**config.mk**
```make
export PLATFORM = sky130hd
export DESIGN_NAME = decode_stage_flat
export DESIGN_NICKNAME = d
export VERILOG_FILES = /design/src/rtl/decode_stage_pkg.sv /design/src/rtl/decode_stage_if.sv /design/src/rtl/decode_stage_imm_gen.sv /design/src/rtl/decode_stage.sv /design/src/flat_wrapper.sv
export SDC_FILE = /design/constraint.sdc
export NUM_CORES = 1
export LEC_CHECK = 0
export BUFFER_PORTS_ARGS = -buffer_cell sky130_fd_sc_hd__buf_2
export CAP_MARGIN = 20
export CORE_ASPECT_RATIO = 0.7
export CORE_MARGIN = 2
export CORE_UTILIZATION = 40
export CTS_CLUSTER_SIZE = 28
export DETAILED_ROUTE_END_ITERATION = 12
export MAX_ROUTING_LAYER = met4
export PLACE_DENSITY = 0.68
export SYNTH_ARGS = -nofsm -noshare
export SYNTH_HDL_FRONTEND = slang
export SYNTH_SLANG_ARGS = --single-unit
```
**constraint.sdc**
```tcl
create_clock -name clk -period 2.8 [get_ports clk]
set_clock_uncertainty 0.05 [all_clocks]
set_input_delay 0.56 -clock clk [delete_from_list [all_inputs] [get_ports clk]]
set_output_delay 0.56 -clock clk [all_outputs]
set_load 0.02 [all_outputs]
```
**src/rtl/decode_stage_pkg.sv**
```systemverilog
// RV32 decode definitions: opcodes, immediate classes, field layout and decode helpers.
// Shared by decode_stage, imm_gen and decode_stage_if.
package decode_stage_pkg;

   typedef enum logic [6:0] {
      OP       = 7'b0110011,
      OP_IMM   = 7'b0010011,
      LOAD     = 7'b0000011,
      STORE    = 7'b0100011,
      BRANCH   = 7'b1100011,
      JAL      = 7'b1101111,
      JALR     = 7'b1100111,
      LUI      = 7'b0110111,
      AUIPC    = 7'b0010111,
      SYSTEM   = 7'b1110011,
      MISC_MEM = 7'b0001111
   } opcode_t;

   typedef enum logic [2:0] {
      IMM_I, IMM_S, IMM_B, IMM_U, IMM_J, IMM_NONE
   } imm_sel_t;

   // Casting the raw instruction word to this struct names every field.
   typedef struct packed {
      logic [6:0] funct7;
      logic [4:0] rs2;
      logic [4:0] rs1;
      logic [2:0] funct3;
      logic [4:0] rd;
      logic [6:0] opcode;
   } ir_fields_t;

   typedef struct packed {
      logic [6:0] opcode;
      logic [2:0] funct3;
      logic [6:0] funct7;
      logic [4:0] rd;
   } bundle_ctrl_t;

   function automatic imm_sel_t imm_sel_of(input logic [6:0] opcode);
      case (opcode)
         OP_IMM, LOAD, JALR: return IMM_I;
         STORE:              return IMM_S;
         BRANCH:             return IMM_B;
         LUI, AUIPC:         return IMM_U;
         JAL:                return IMM_J;
         default:            return IMM_NONE;
      endcase
   endfunction

   function automatic logic uses_rs1(input logic [6:0] opcode);
      return !(opcode inside {LUI, AUIPC, JAL});
   endfunction

   function automatic logic uses_rs2(input logic [6:0] opcode);
      return opcode inside {OP, STORE, BRANCH};
   endfunction

   function automatic logic is_rv32i_opcode(input logic [6:0] opcode);
      return opcode inside {OP, OP_IMM, LOAD, STORE, BRANCH, JAL, JALR,
                            LUI, AUIPC, SYSTEM, MISC_MEM};
   endfunction

endpackage

```
**src/rtl/decode_stage_if.sv**
```systemverilog
// Fetch-side, register-file, hazard and execute-side signals of the decode stage.
// slave = the decode stage itself, master = its surroundings.
interface decode_stage_if #(parameter int XLEN = 32);

   logic            in_valid;
   logic            in_ready;
   logic [31:0]     in_ir;
   logic [XLEN-1:0] in_pc;
   logic            flush;
   logic [4:0]      rf_rs1_addr;
   logic [4:0]      rf_rs2_addr;
   logic [XLEN-1:0] rf_rs1_data;
   logic [XLEN-1:0] rf_rs2_data;
   logic            wb_valid;
   logic [4:0]      wb_rd;
   logic [XLEN-1:0] wb_data;
   logic            ex_load;
   logic [4:0]      ex_rd;
   logic            out_valid;
   logic            out_ready;
   logic [XLEN-1:0] out_pc;
   logic [6:0]      out_opcode;
   logic [2:0]      out_funct3;
   logic [6:0]      out_funct7;
   logic [4:0]      out_rd;
   logic [XLEN-1:0] out_rs1;
   logic [XLEN-1:0] out_rs2;
   logic [XLEN-1:0] out_op2;
   logic [XLEN-1:0] out_imm;
   logic            out_illegal;

   modport slave (
      input  in_valid, in_ir, in_pc, flush, rf_rs1_data, rf_rs2_data,
             wb_valid, wb_rd, wb_data, ex_load, ex_rd, out_ready,
      output in_ready, rf_rs1_addr, rf_rs2_addr, out_valid, out_pc, out_opcode,
             out_funct3, out_funct7, out_rd, out_rs1, out_rs2, out_op2, out_imm,
             out_illegal
   );

   modport master (
      output in_valid, in_ir, in_pc, flush, rf_rs1_data, rf_rs2_data,
             wb_valid, wb_rd, wb_data, ex_load, ex_rd, out_ready,
      input  in_ready, rf_rs1_addr, rf_rs2_addr, out_valid, out_pc, out_opcode,
             out_funct3, out_funct7, out_rd, out_rs1, out_rs2, out_op2, out_imm,
             out_illegal
   );

endinterface

```
**src/rtl/decode_stage_imm_gen.sv**
```systemverilog
// Immediate generator: assembles the I/S/B/U/J immediate and sign-extends it to XLEN.
module imm_gen
   import decode_stage_pkg::*;
#(
   parameter int XLEN = 32
) (
   input  logic [31:7]     ir,
   input  imm_sel_t        imm_sel,
   output logic [XLEN-1:0] imm
);

   logic [31:0] imm32;

   always_comb begin
      // NOTE: default assigned first so no path through the case leaves imm32 unassigned (no latch).
      imm32 = '0;
      case (imm_sel)
         IMM_I:   imm32 = {{21{ir[31]}}, ir[30:20]};
         IMM_S:   imm32 = {{21{ir[31]}}, ir[30:25], ir[11:7]};
         IMM_B:   imm32 = {{20{ir[31]}}, ir[7], ir[30:25], ir[11:8], 1'b0};
         IMM_U:   imm32 = {ir[31:12], 12'b0};
         IMM_J:   imm32 = {{12{ir[31]}}, ir[19:12], ir[20], ir[30:21], 1'b0};
         default: imm32 = '0;
      endcase
   end

   assign imm = XLEN'($signed(imm32));

endmodule

```
**src/rtl/decode_stage.sv**
```systemverilog
// Registered RV32 decode stage: field split, immediates, bypassed register read, op2 select.
// Define DECODE_ILLEGAL_EN to build the illegal-instruction detector behind out_illegal.
module decode_stage
   import decode_stage_pkg::*;
#(
   parameter int XLEN   = 32,
   parameter bit BYPASS = 1'b1
) (
   input logic           clk,
   input logic           resetn,
   decode_stage_if.slave bus
);

   ir_fields_t      f;
   imm_sel_t        imm_sel;
   logic [XLEN-1:0] imm, rs1_data, rs2_data, op2;
   logic            stall, room, in_ready, accept;

   logic            out_valid_q;
   bundle_ctrl_t    ctrl_q;
   logic [XLEN-1:0] pc_q, rs1_q, rs2_q, op2_q, imm_q;

   assign f               = ir_fields_t'(bus.in_ir);
   assign bus.rf_rs1_addr = f.rs1;
   assign bus.rf_rs2_addr = f.rs2;
   assign imm_sel         = imm_sel_of(f.opcode);

   imm_gen #(.XLEN(XLEN)) u_imm_gen (
      .ir      (bus.in_ir[31:7]),
      .imm_sel (imm_sel),
      .imm     (imm)
   );

   // x0 check comes last so it overrides a bypass hit on wb_rd == 0.
   always_comb begin
      rs1_data = bus.rf_rs1_data;
      rs2_data = bus.rf_rs2_data;
      if (BYPASS && bus.wb_valid && bus.wb_rd == f.rs1) rs1_data = bus.wb_data;
      if (BYPASS && bus.wb_valid && bus.wb_rd == f.rs2) rs2_data = bus.wb_data;
      if (f.rs1 == 5'd0) rs1_data = '0;
      if (f.rs2 == 5'd0) rs2_data = '0;
   end

   assign op2 = (f.opcode == OP || f.opcode == BRANCH) ? rs2_data : imm;

   assign stall = bus.ex_load && bus.ex_rd != 5'd0 &&
                  ((uses_rs1(f.opcode) && bus.ex_rd == f.rs1) ||
                   (uses_rs2(f.opcode) && bus.ex_rd == f.rs2));

   assign room     = !out_valid_q || bus.out_ready;
   assign in_ready = room && !stall && !bus.flush;
   assign accept   = bus.in_valid && in_ready;

   always_ff @(posedge clk or negedge resetn) begin
      // NOTE: sequential state uses non-blocking assignments so every register samples pre-edge values.
      if (!resetn) begin
         out_valid_q <= 1'b0;
         ctrl_q      <= '0;
         pc_q        <= '0;
         rs1_q       <= '0;
         rs2_q       <= '0;
         op2_q       <= '0;
         imm_q       <= '0;
      end else begin
         if (bus.flush)  out_valid_q <= 1'b0;
         else if (room)  out_valid_q <= accept;
         if (accept) begin
            ctrl_q <= '{opcode: f.opcode, funct3: f.funct3, funct7: f.funct7, rd: f.rd};
            pc_q   <= bus.in_pc;
            rs1_q  <= rs1_data;
            rs2_q  <= rs2_data;
            op2_q  <= op2;
            imm_q  <= imm;
         end
      end
   end

`ifdef DECODE_ILLEGAL_EN
   logic illegal, illegal_q;

   // Illegal bundles still flow downstream; execute raises the trap.
   assign illegal = !is_rv32i_opcode(f.opcode) || bus.in_ir[1:0] != 2'b11 ||
                    (f.opcode == OP && !(f.funct7 inside {7'h00, 7'h20})) ||
                    (f.opcode == OP && f.funct7 == 7'h20 && !(f.funct3 inside {3'd0, 3'd5}));

   always_ff @(posedge clk or negedge resetn) begin
      if (!resetn)     illegal_q <= 1'b0;
      else if (accept) illegal_q <= illegal;
   end

   assign bus.out_illegal = illegal_q;
`else
   assign bus.out_illegal = 1'b0;
`endif

   assign bus.in_ready   = in_ready;
   assign bus.out_valid  = out_valid_q;
   assign bus.out_pc     = pc_q;
   assign bus.out_opcode = ctrl_q.opcode;
   assign bus.out_funct3 = ctrl_q.funct3;
   assign bus.out_funct7 = ctrl_q.funct7;
   assign bus.out_rd     = ctrl_q.rd;
   assign bus.out_rs1    = rs1_q;
   assign bus.out_rs2    = rs2_q;
   assign bus.out_op2    = op2_q;
   assign bus.out_imm    = imm_q;

endmodule

```
**src/flat_wrapper.sv**
```systemverilog
// flat-port wrapper written by rule: the top's interface ports become plain ports
module decode_stage_flat import decode_stage_pkg::*;
#(
   parameter int XLEN   = 32,
   parameter bit BYPASS = 1'b1
)
  (clk, resetn, bus_in_valid, bus_in_ir, bus_in_pc, bus_flush, bus_rf_rs1_data, bus_rf_rs2_data, bus_wb_valid, bus_wb_rd, bus_wb_data, bus_ex_load, bus_ex_rd, bus_out_ready, bus_in_ready, bus_rf_rs1_addr, bus_rf_rs2_addr, bus_out_valid, bus_out_pc, bus_out_opcode, bus_out_funct3, bus_out_funct7, bus_out_rd, bus_out_rs1, bus_out_rs2, bus_out_op2, bus_out_imm, bus_out_illegal);
  decode_stage_if #(.XLEN(XLEN)) bus_i ();
  input logic clk;
  input logic resetn;
  input wire logic [$bits(bus_i.in_valid)-1:0] bus_in_valid;
  input wire logic [$bits(bus_i.in_ir)-1:0] bus_in_ir;
  input wire logic [$bits(bus_i.in_pc)-1:0] bus_in_pc;
  input wire logic [$bits(bus_i.flush)-1:0] bus_flush;
  input wire logic [$bits(bus_i.rf_rs1_data)-1:0] bus_rf_rs1_data;
  input wire logic [$bits(bus_i.rf_rs2_data)-1:0] bus_rf_rs2_data;
  input wire logic [$bits(bus_i.wb_valid)-1:0] bus_wb_valid;
  input wire logic [$bits(bus_i.wb_rd)-1:0] bus_wb_rd;
  input wire logic [$bits(bus_i.wb_data)-1:0] bus_wb_data;
  input wire logic [$bits(bus_i.ex_load)-1:0] bus_ex_load;
  input wire logic [$bits(bus_i.ex_rd)-1:0] bus_ex_rd;
  input wire logic [$bits(bus_i.out_ready)-1:0] bus_out_ready;
  output wire logic [$bits(bus_i.in_ready)-1:0] bus_in_ready;
  output wire logic [$bits(bus_i.rf_rs1_addr)-1:0] bus_rf_rs1_addr;
  output wire logic [$bits(bus_i.rf_rs2_addr)-1:0] bus_rf_rs2_addr;
  output wire logic [$bits(bus_i.out_valid)-1:0] bus_out_valid;
  output wire logic [$bits(bus_i.out_pc)-1:0] bus_out_pc;
  output wire logic [$bits(bus_i.out_opcode)-1:0] bus_out_opcode;
  output wire logic [$bits(bus_i.out_funct3)-1:0] bus_out_funct3;
  output wire logic [$bits(bus_i.out_funct7)-1:0] bus_out_funct7;
  output wire logic [$bits(bus_i.out_rd)-1:0] bus_out_rd;
  output wire logic [$bits(bus_i.out_rs1)-1:0] bus_out_rs1;
  output wire logic [$bits(bus_i.out_rs2)-1:0] bus_out_rs2;
  output wire logic [$bits(bus_i.out_op2)-1:0] bus_out_op2;
  output wire logic [$bits(bus_i.out_imm)-1:0] bus_out_imm;
  output wire logic [$bits(bus_i.out_illegal)-1:0] bus_out_illegal;
  assign bus_i.in_valid = bus_in_valid;
  assign bus_i.in_ir = bus_in_ir;
  assign bus_i.in_pc = bus_in_pc;
  assign bus_i.flush = bus_flush;
  assign bus_i.rf_rs1_data = bus_rf_rs1_data;
  assign bus_i.rf_rs2_data = bus_rf_rs2_data;
  assign bus_i.wb_valid = bus_wb_valid;
  assign bus_i.wb_rd = bus_wb_rd;
  assign bus_i.wb_data = bus_wb_data;
  assign bus_i.ex_load = bus_ex_load;
  assign bus_i.ex_rd = bus_ex_rd;
  assign bus_i.out_ready = bus_out_ready;
  assign bus_in_ready = bus_i.in_ready;
  assign bus_rf_rs1_addr = bus_i.rf_rs1_addr;
  assign bus_rf_rs2_addr = bus_i.rf_rs2_addr;
  assign bus_out_valid = bus_i.out_valid;
  assign bus_out_pc = bus_i.out_pc;
  assign bus_out_opcode = bus_i.out_opcode;
  assign bus_out_funct3 = bus_i.out_funct3;
  assign bus_out_funct7 = bus_i.out_funct7;
  assign bus_out_rd = bus_i.out_rd;
  assign bus_out_rs1 = bus_i.out_rs1;
  assign bus_out_rs2 = bus_i.out_rs2;
  assign bus_out_op2 = bus_i.out_op2;
  assign bus_out_imm = bus_i.out_imm;
  assign bus_out_illegal = bus_i.out_illegal;
  decode_stage #(.XLEN(XLEN), .BYPASS(BYPASS)) u_core (.clk(clk), .resetn(resetn), .bus(bus_i));
endmodule
```
# After elaboration in Yosys (flattened, before gate mapping)
# Cells that the tools add are included.
# op_classes
eq_ne	17
n_reduce_logical	25
mux	9
# op_table
operator	n
$mux 32	5
$pmux 32 s5	1
$eq 7x6->1 const B	3
$eq 7x7->1 const B	3
$eq 5x5->1	4
$pmux 3 s5	1
$eq 7x5->1 const B	2
$logic_not 5->1	2
$logic_and 1x1->1	9
$eq 7x2->1 const B	1
$eq 3x2->1 const B	2
$reduce_bool 3->1	2
$reduce_bool 5->1	1
$logic_not 1->1	4
$eq 3x1->1 const B	1
$eq 3x3->1 const B	1
$logic_not 3->1	1
$logic_or 1x1->1	3
$reduce_or 3->1	1
$mux 1	2
$reduce_bool 2->1	1
$reduce_or 2->1	1
# word_totals
ff_bits	183
output_inout_bits	195
wordCells	61

# Logic depth before layout (Yosys ltp)
# Gate-level depths: netlist (run 1).
# logic_depth
word_depth	12
ltp_mapped	10
ltp_nobuf	6

# By module
# A second synthesis (run 1) with hierarchy kept.
# hier_totals
hier_cells	866
area_unflattened_um2	9731.8
# modules_own_cells
mod	n_inst	area_each_um2	cells_each	seq_area_each_um2
decode_stage	1	9191.3	772	4579.4
imm_gen	1	540.5	94	0.0

# Least setup slack after synthesis (run 1)
# OpenSTA, ideal clock, no wires.
# synth_path
kind	input -> output
start	in bus_in_ir[6]
end	out bus_in_ready
arrival_ns	2.066
setup_slack_ns	0.124
required_ns	2.190
path_buffers	1
stages	6
cell_sequence	buf_2 -> or3b_4 -> a21oi_4 -> or4_4 -> nand2_1 -> nor3_1
# synth_via
elab_chain_cells	9
# synth_rtl
item	line_no	rtl
start, declared	flat_wrapper.sv:12	input wire logic [$bits(bus_i.in_ir)-1:0] bus_in_ir;
$eq 7x6->1, or another cell as far along	decode_stage_pkg.sv:52	return !(opcode inside {LUI, AUIPC, JAL});
$reduce_bool 3->1	decode_stage_pkg.sv:52	
$logic_not 1->1	decode_stage_pkg.sv:52	
$logic_and 1x1->1	decode_stage.sv:47	((uses_rs1(f.opcode) && bus.ex_rd == f.rs1) ||
$logic_or 1x1->1 *	decode_stage.sv:47	
$logic_and 1x1->1 *	decode_stage.sv:46	assign stall = bus.ex_load && bus.ex_rd != 5'd0 &&
$logic_not 1->1 *	decode_stage.sv:51	assign in_ready = room && !stall && !bus.flush;
$logic_and 1x1->1 * (2 in series)	decode_stage.sv:51	
end, declared	flat_wrapper.sv:23	output wire logic [$bits(bus_i.in_ready)-1:0] bus_in_ready;
# Every way passes the cells marked *; elsewhere a longest branch is shown, timed or not.

# Worst setup path after layout (run 1)
# layout_path
start	in bus_ex_rd[0]
end	out bus_in_ready
# layout_via
elab_chain_cells	7
# layout_rtl
item	line_no	rtl
start, declared	flat_wrapper.sv:21	input wire logic [$bits(bus_i.ex_rd)-1:0] bus_ex_rd;
$eq 5x5->1, on equally long branches	decode_stage.sv:47, decode_stage.sv:48	
$logic_and 1x1->1, on equally long branches	decode_stage.sv:47, decode_stage.sv:48	
$logic_or 1x1->1	decode_stage.sv:47	
$logic_and 1x1->1 *	decode_stage.sv:46	
$logic_not 1->1 *	decode_stage.sv:51	
$logic_and 1x1->1 * (2 in series)	decode_stage.sv:51	
# Marked as above.

==> flow_summary.ini, run 1 <==
[global_routing]
antenna_found_initial = 1
grt_pass1_vias = 7711
gr-usage-all-layers_pct = 27.4
grt_start_max_net_pins = 66
grt_pass1_wl_microns = 46500
grt-ovfl-total = 0

[place]
hpwl_microns = 23500
port_buffers = 370
dpl_worst_slack_ns = -0.0258
gp_congestion = 0.838
dpl-instance-area_sq_um = 11100

[route]
viasPerCell = 5.15
wl_per_cell_microns = 19.9
drt-total-wl_microns = 30500
drtIter0Drc = 512
drcViolationCount = 0
antenna_violating_nets_post_route = 0
dr.pass1.iters = 4
vias = 7894

[synth]
ys.flop_type = dfrtp_1
synth_edf_count = 0
yosysTopAreaCell = dfrtp_1
synthSimpleGateAreaFrac_pct = 15.8
ys_seq_area_share_pct = 52.5
synth-seq-cells = 183
synth_adder_area_share_pct = 0
synth-compound-area-share_pct = 15.9
synth.net_count = 1050
synthesis.area_sq_um = 8730
syn_area_per_cell_sq_um = 10.0
synth_area_leaders = dfrtp_1, nand2_1, mux2i_1, o31ai_1, o31ai_2
synth_mux_area_share_pct = 8.50
synth_top_family_by_area = compound AO/OA/AOI/OAI gates
synth-async-reset-ratio_pct = 100
yosysUniqueCellTypes = 47
yosys.area.top_type_share_pct = 52.5
netlist_instances = 873
ys_warn_count = 0
synth_xor_area_share_pct = 2.11

[power]
combPwrFrac_pct = 24.2
power_mw = 7.64
p_per_area_nw_per_um2 = 649
p_sw_mw = 2.71
clkPwrFrac_pct = 34.1
ir_drop_uv = 402
power.internal_mw = 4.93
seqPwrFrac_pct = 41.6
swShare_pct = 35.5
leakage_nw = 5.92

[clocking]
cts-root-buf = clkbuf_16
cts_made_buffers = 17
post_cts_buffers = 0
clk_latency_ns = 0.44
cts_tree = built
cts.clk_slew.worst_paths_ns = 0.08
cts_sinks = 183
h-tree-depth = 4
cts_buffer_depth = 2
hold_buffers = 0

[floorplan]
start_util_pct = 40.5
die-width_microns = 181
top_level_ports = 372
coreArea_sq_um = 21600
rows = 45
die_h_microns = 128
die_area_sq_um = 23000

[timing]
hold_viol_final = 0
grt_setup_unrepaired = no
setup_viol = 0
finalCritPeriodShare_pct = 96.7
hold_slack_ns = 0.0670
slew_headroom_pct = 50.1
fin_crit_ns = 2.71
drv_slew = 0
fmax_ghz = 0.369
worst_slew_pin_slew_ns = 0.745
setup_slack_ns = 0.0933

[final_layout]
fin_nets = 1414
layout_common_cells = buf_2, nand2_1, dfrtp_1, mux2i_1, o31ai_1
syn_to_final_growth_pct = 35.0
final_common_cell = buf_2
fin_area_sq_um = 11800
fin_util_pct = 54.6
drive_gt1_share_pct = 39.6

[worst_setup_path]
worst-setup-path-type = primary input to output pin
critPathLaunchType = primary input
arrival_ns = 2.10
path_max_fanout = 3
end_kind = output pin
critical_path_required_ns = 2.19

[hold_path]
hold_class = primary input to async pin

[flow_run]
drv_cap = 0

[run_status]
status = finished, final reports clean
[path summary, 6_finish.rpt]
kind                                                    from                                  to  slack [ns]  cells after the start
max                                             bus_ex_rd[0]                        bus_in_ready        0.09                      7
min                                                   resetn  u_core.bus.out_rs1[24]$_DFFE_PN0N_        0.07                      1
max reg2reg                 u_core.bus.out_valid$_DFFE_PN0P_  u_core.bus.out_op2[27]$_DFFE_PN0N_        0.73                      6
min reg2reg                u_core.bus.out_imm[7]$_DFFE_PN0N_   u_core.bus.out_imm[7]$_DFFE_PN0N_        0.42                      2
max in group asynchronous                             resetn   u_core.bus.out_op2[6]$_DFFE_PN0N_        1.91                      2
min in group clk                                bus_in_pc[0]    u_core.bus.out_pc[0]$_DFFE_PN0N_        0.25                      3
[layout make-up]
cell class | count | area, sq um
clock inverters | 15 | 224
fillers | 2025 | 9780
flip-flops and latches | 183 | 4580
well taps | 282 | 353
repair buffers | 420 | 2460
diodes | 1 | 2.50
multi-input cells | 615 | 3730
clock buffers | 17 | 425
[registers in the layout, indices dropped and copies added (netlist names)]
| name | flops |
|---|---|
| u_core.bus.out_op2 | 32 |
| u_core.bus.out_rs2 | 32 |
| u_core.bus.out_opcode | 7 |
| u_core.bus.out_rs1 | 32 |
| u_core.bus.out_funct3 | 3 |
| u_core.bus.out_imm | 32 |
| u_core.bus.out_funct7 | 7 |
| u_core.bus.out_valid | 1 |
| u_core.bus.out_rd | 5 |
| u_core.bus.out_pc | 32 |
[cell usage after synthesis (8+ instances only)]
cell        n
nand2_1   283
dfrtp_1   183
mux2i_1    64
o31ai_1    53
o21ai_0    30
a21oi_1    26
buf_2      25
o21a_1     24
buf_4      22
clkbuf_1   20
o31ai_2    20
o221ai_1   15
xnor2_1    13
nand3_1    11
nor2_1      8
xor2_1      8
[repair_timing]
action,in CTS,in global routing
cloned,0,0
resized for setup,1,1
setup endpoints to repair,1,1
[critical path: stages]
cell	delay [ns]
buf_2	0.12
or4_1	0.55
o21ai_1	0.17
or4_1	0.18
nand2_1	0.08
nor3_2	0.22
buf_2	0.21
[cells by family after synthesis]
family	after synthesis
xor+xnor	21
simple gates	335
mux	72
other cells	1
flops	183
buf+inv	75
compound gates	186
[per-layer routing]
| layer | vias up | GRT usage [%] | part of all wire [%] |
|---|---|---|---|
| li1 | 3735 | - | - |
| met1 | 3868 | 39.6 | 48 |
| met2 | 283 | 40.4 | 45 |
| met3 | 8 | 5.76 | 6.0 |
| met4 | 0 | 4.32 | 0.52 |
| met5 | - | - | 0 |
[power by group through the flow]
stage | combinational, mW | clock (mW) | sequential, mW
floorplan | 0.577 | 0 | 3.67
global placement | 1.85 | 0 | 3.22
detailed placement | 1.88 | 0 | 3.23
CTS | 1.87 | 2.66 | 3.18
global route | 2.01 | 2.77 | 3.22
finish | 1.85 | 2.61 | 3.18
[metrics by stage]
stage,cells,TNS [ns]
after floorplan,873,0
final,1533,0
after global routing,1533,0
after CTS,1532,0
after global placement,1500,-0.00393
after detailed placement,1500,-0.0258
Power figures use the tool's default switching activity.
==> run 2, diff against run 1 <==
- PLACE_DENSITY: 0.68 -> 0.66
- SYNTH_HIERARCHICAL: not set -> 1
- clock period: 2.8 -> 2.5 ns (I/O delays scaled with it)
==> run 2 against run 1 <==
- clock power grew 7%
- hold slack gained 0.18 ns
- utilization grew 0.61 points
- critical path depth shrank 1
- synthesized cell count shrank 0.80%
- first-iteration DRC count grew 32%
- largest power group unchanged
- highest routed layer unchanged
==> flow_summary.ini, run 2 <==
[route]
viasPerCell = 5.46
drcViolationCount = 0
dr.pass1.iters = 5
drt-total-wl_microns = 35200
vias = 8704
drtIter0Drc = 674
wl_per_cell_microns = 22.1
antenna_violating_nets_post_route = 0

[worst_setup_path]
crit_family = simple AND/OR/NAND/NOR gates
r2r_end = u_core/bus.out_rs2[23]$_DFFE_PN0P_
cpPeakStageDelay_ns = 0.55
slowest_stage = or4_4
critPathLaunchType = primary input
path_depth = 6
end_kind = output pin
crit_buf_inv = 2
arrival_ns = 1.89
r2r_setup_slack_ns = 0.37
crit_start = bus_ex_rd[2]
endpoint = bus_in_ready
critical_path_required_ns = 1.95
reg2reg_from = u_core/bus.out_valid$_DFFE_PN0P_
ff2ff_path_depth = 7
worst-setup-path-type = primary input to output pin
path_max_fanout = 4
path_cells = buf_2 -> or4_4 -> o21ai_4 -> nor4_4 -> nor4b_4 -> buf_4

[timing]
fmax_ghz = 0.410
fin_crit_ns = 2.44
setup_viol = 0
hold_slack_ns = 0.246
slew_headroom_pct = 55.8
setup_slack_ns = 0.0600
worst_slew_pin_slew_ns = 0.662
finalCritPeriodShare_pct = 97.6
hold_viol_final = 0
drv_slew = 0

[floorplan]
rows = 47
coreArea_sq_um = 23800
die_h_microns = 135
top_level_ports = 372
start_util_pct = 41.0
die_area_sq_um = 25600
die-width_microns = 190

[synth]
syn_area_per_cell_sq_um = 11.2
synth_area_leaders = dfrtp_1, mux2_4, a21oi_1, o21ai_0, mux2i_1
ys_seq_area_share_pct = 47.1
synth-async-reset-ratio_pct = 100
yosysUniqueCellTypes = 47
ys_top_cells_by_count = dfrtp_1, mux2_4, a21oi_1, o21ai_0, nand2_1
ys.flop_type = dfrtp_1
yosysTopAreaCell = dfrtp_1
ys_warn_count = 6
synth_edf_count = 0
netlist_instances = 866
synthesis.area_sq_um = 9730
yosys.area.top_type_share_pct = 47.1
synth-seq-cells = 183
synthMostInstantiatedCell = dfrtp_1
synth.net_count = 1043

[place]
gp_congestion = 0.941
dpl-instance-area_sq_um = 12400
dpl_worst_slack_ns = -0.146
port_buffers = 370
hpwl_microns = 26600

[clocking]
cts.clk_slew.worst_paths_ns = 0.07
cts_sinks = 183
cts-root-buf = clkbuf_16
cts_made_buffers = 17
cts_tree = built
cts_buffer_depth = 2
h-tree-depth = 4
clk_latency_ns = 0.43

[hold_path]
hold_class = primary input to flop
hold_depth = 2
min_from = bus_in_pc[0]

[global_routing]
gr-usage-all-layers_pct = 28.1
grt-ovfl-total = 0
grt_pass1_vias = 8808
grt_start_max_net_pins = 57
grt_pass1_wl_microns = 52300
antenna_found_initial = 6

[final_layout]
final_common_cell = buf_2
drive_gt1_share_pct = 49.8
layout_common_cells = buf_2, dfrtp_1, mux2_4, a21oi_1, buf_4
syn_to_final_growth_pct = 34.8
fin_area_sq_um = 13100
fin_nets = 1433

[power]
p_per_area_nw_per_um2 = 696
leakage_nw = 6.34
ir_drop_uv = 570
power_mw = 9.13

[run_status]
status = finished, final reports clean

[flow_run]
drv_cap = 0
[run 2: cell types whose count changed after synthesis, sizes merged, moves of 31 or more]
cell,delta
o22a,+31
a21oi,+55
nand4,+33
mux2,+114
mux2i,-31
o21ai,+38
o31ai,-39
nand2,-226
[run 2: repair_timing]
action,CTS,global route
gates resized for setup,2,6
setup endpoints to repair,1,1
setup buffers,0,3
hold endpoints to repair,2,0
hold buffers,1,0
pin swaps,0,5
[run 2: kinds of logic after synthesis]
group / Yosys count / share of synthesized area (%)
simple gates: 175 / 9.80
flops: 183 / 47.1
compound gates: 232 / 14.3
fa+ha+maj: 1 / 0.116
other cells: 1 / 0.0385
mux: 155 / 21.2
buf+inv: 98 / 5.58
xor+xnor: 21 / 1.89
[run 2: report_power, final]
| group | switching (mW) | leakage (nW) | internal, mW |
|---|---|---|---|
| clock | 1.21 | 0.296 | 1.59 |
| sequential | 0.284 | 2.25 | 3.43 |
| combinational | 1.49 | 3.80 | 1.13 |
[run 2: how the worst min path moves through the flow]
stage / end / slack (ns)
finish: u_core/bus.out_pc[0]$_DFFE_PN0P_ / 0.25
global route: u_core/bus.out_pc[0]$_DFFE_PN0P_ / 0.23
CTS: u_core/bus.out_pc[0]$_DFFE_PN0P_ / 0.23
floorplan: u_core/bus.out_funct3[0]$_DFFE_PN0P_ / 0.15
detailed placement: u_core/bus.out_imm[0]$_DFFE_PN0P_ / 0.44
global placement: u_core/bus.out_op2[1]$_DFFE_PN0P_ / 0.44
[run 2: final cells by class]
cell class / count / area [sq um]
antenna: 6 / 15.0
clock buffer: 23 / 488
clock inverter: 9 / 115
fill: 2144 / 10600
inverter: 7 / 26.3
multi-input combinational: 585 / 4710
sequential: 183 / 4580
tap: 318 / 398
timing repair buffer: 462 / 2790
[run 2: through the flow]
step / util, % / setup TNS [ns] / cells
6_report: 55.2 / 0 / 1593
5_1_grt: 55.2 / -0.0137 / 1592
4_1_cts: 55.0 / 0 / 1586
3_5_place_dp: 52.4 / -7.55 / 1553
3_3_place_gp: 52.4 / -3.88 / 1553
2_1_floorplan: - / 0 / 866
[run 2: layer usage]
layer | global-route usage (%) | vias up | share of wire, %
li1 | - | 3941 | -
met1 | 38.1 | 4293 | 45
met2 | 41.6 | 431 | 44
met3 | 7.59 | 39 | 8.8
met4 | 7.71 | 0 | 1.9
met5 | - | - | 0
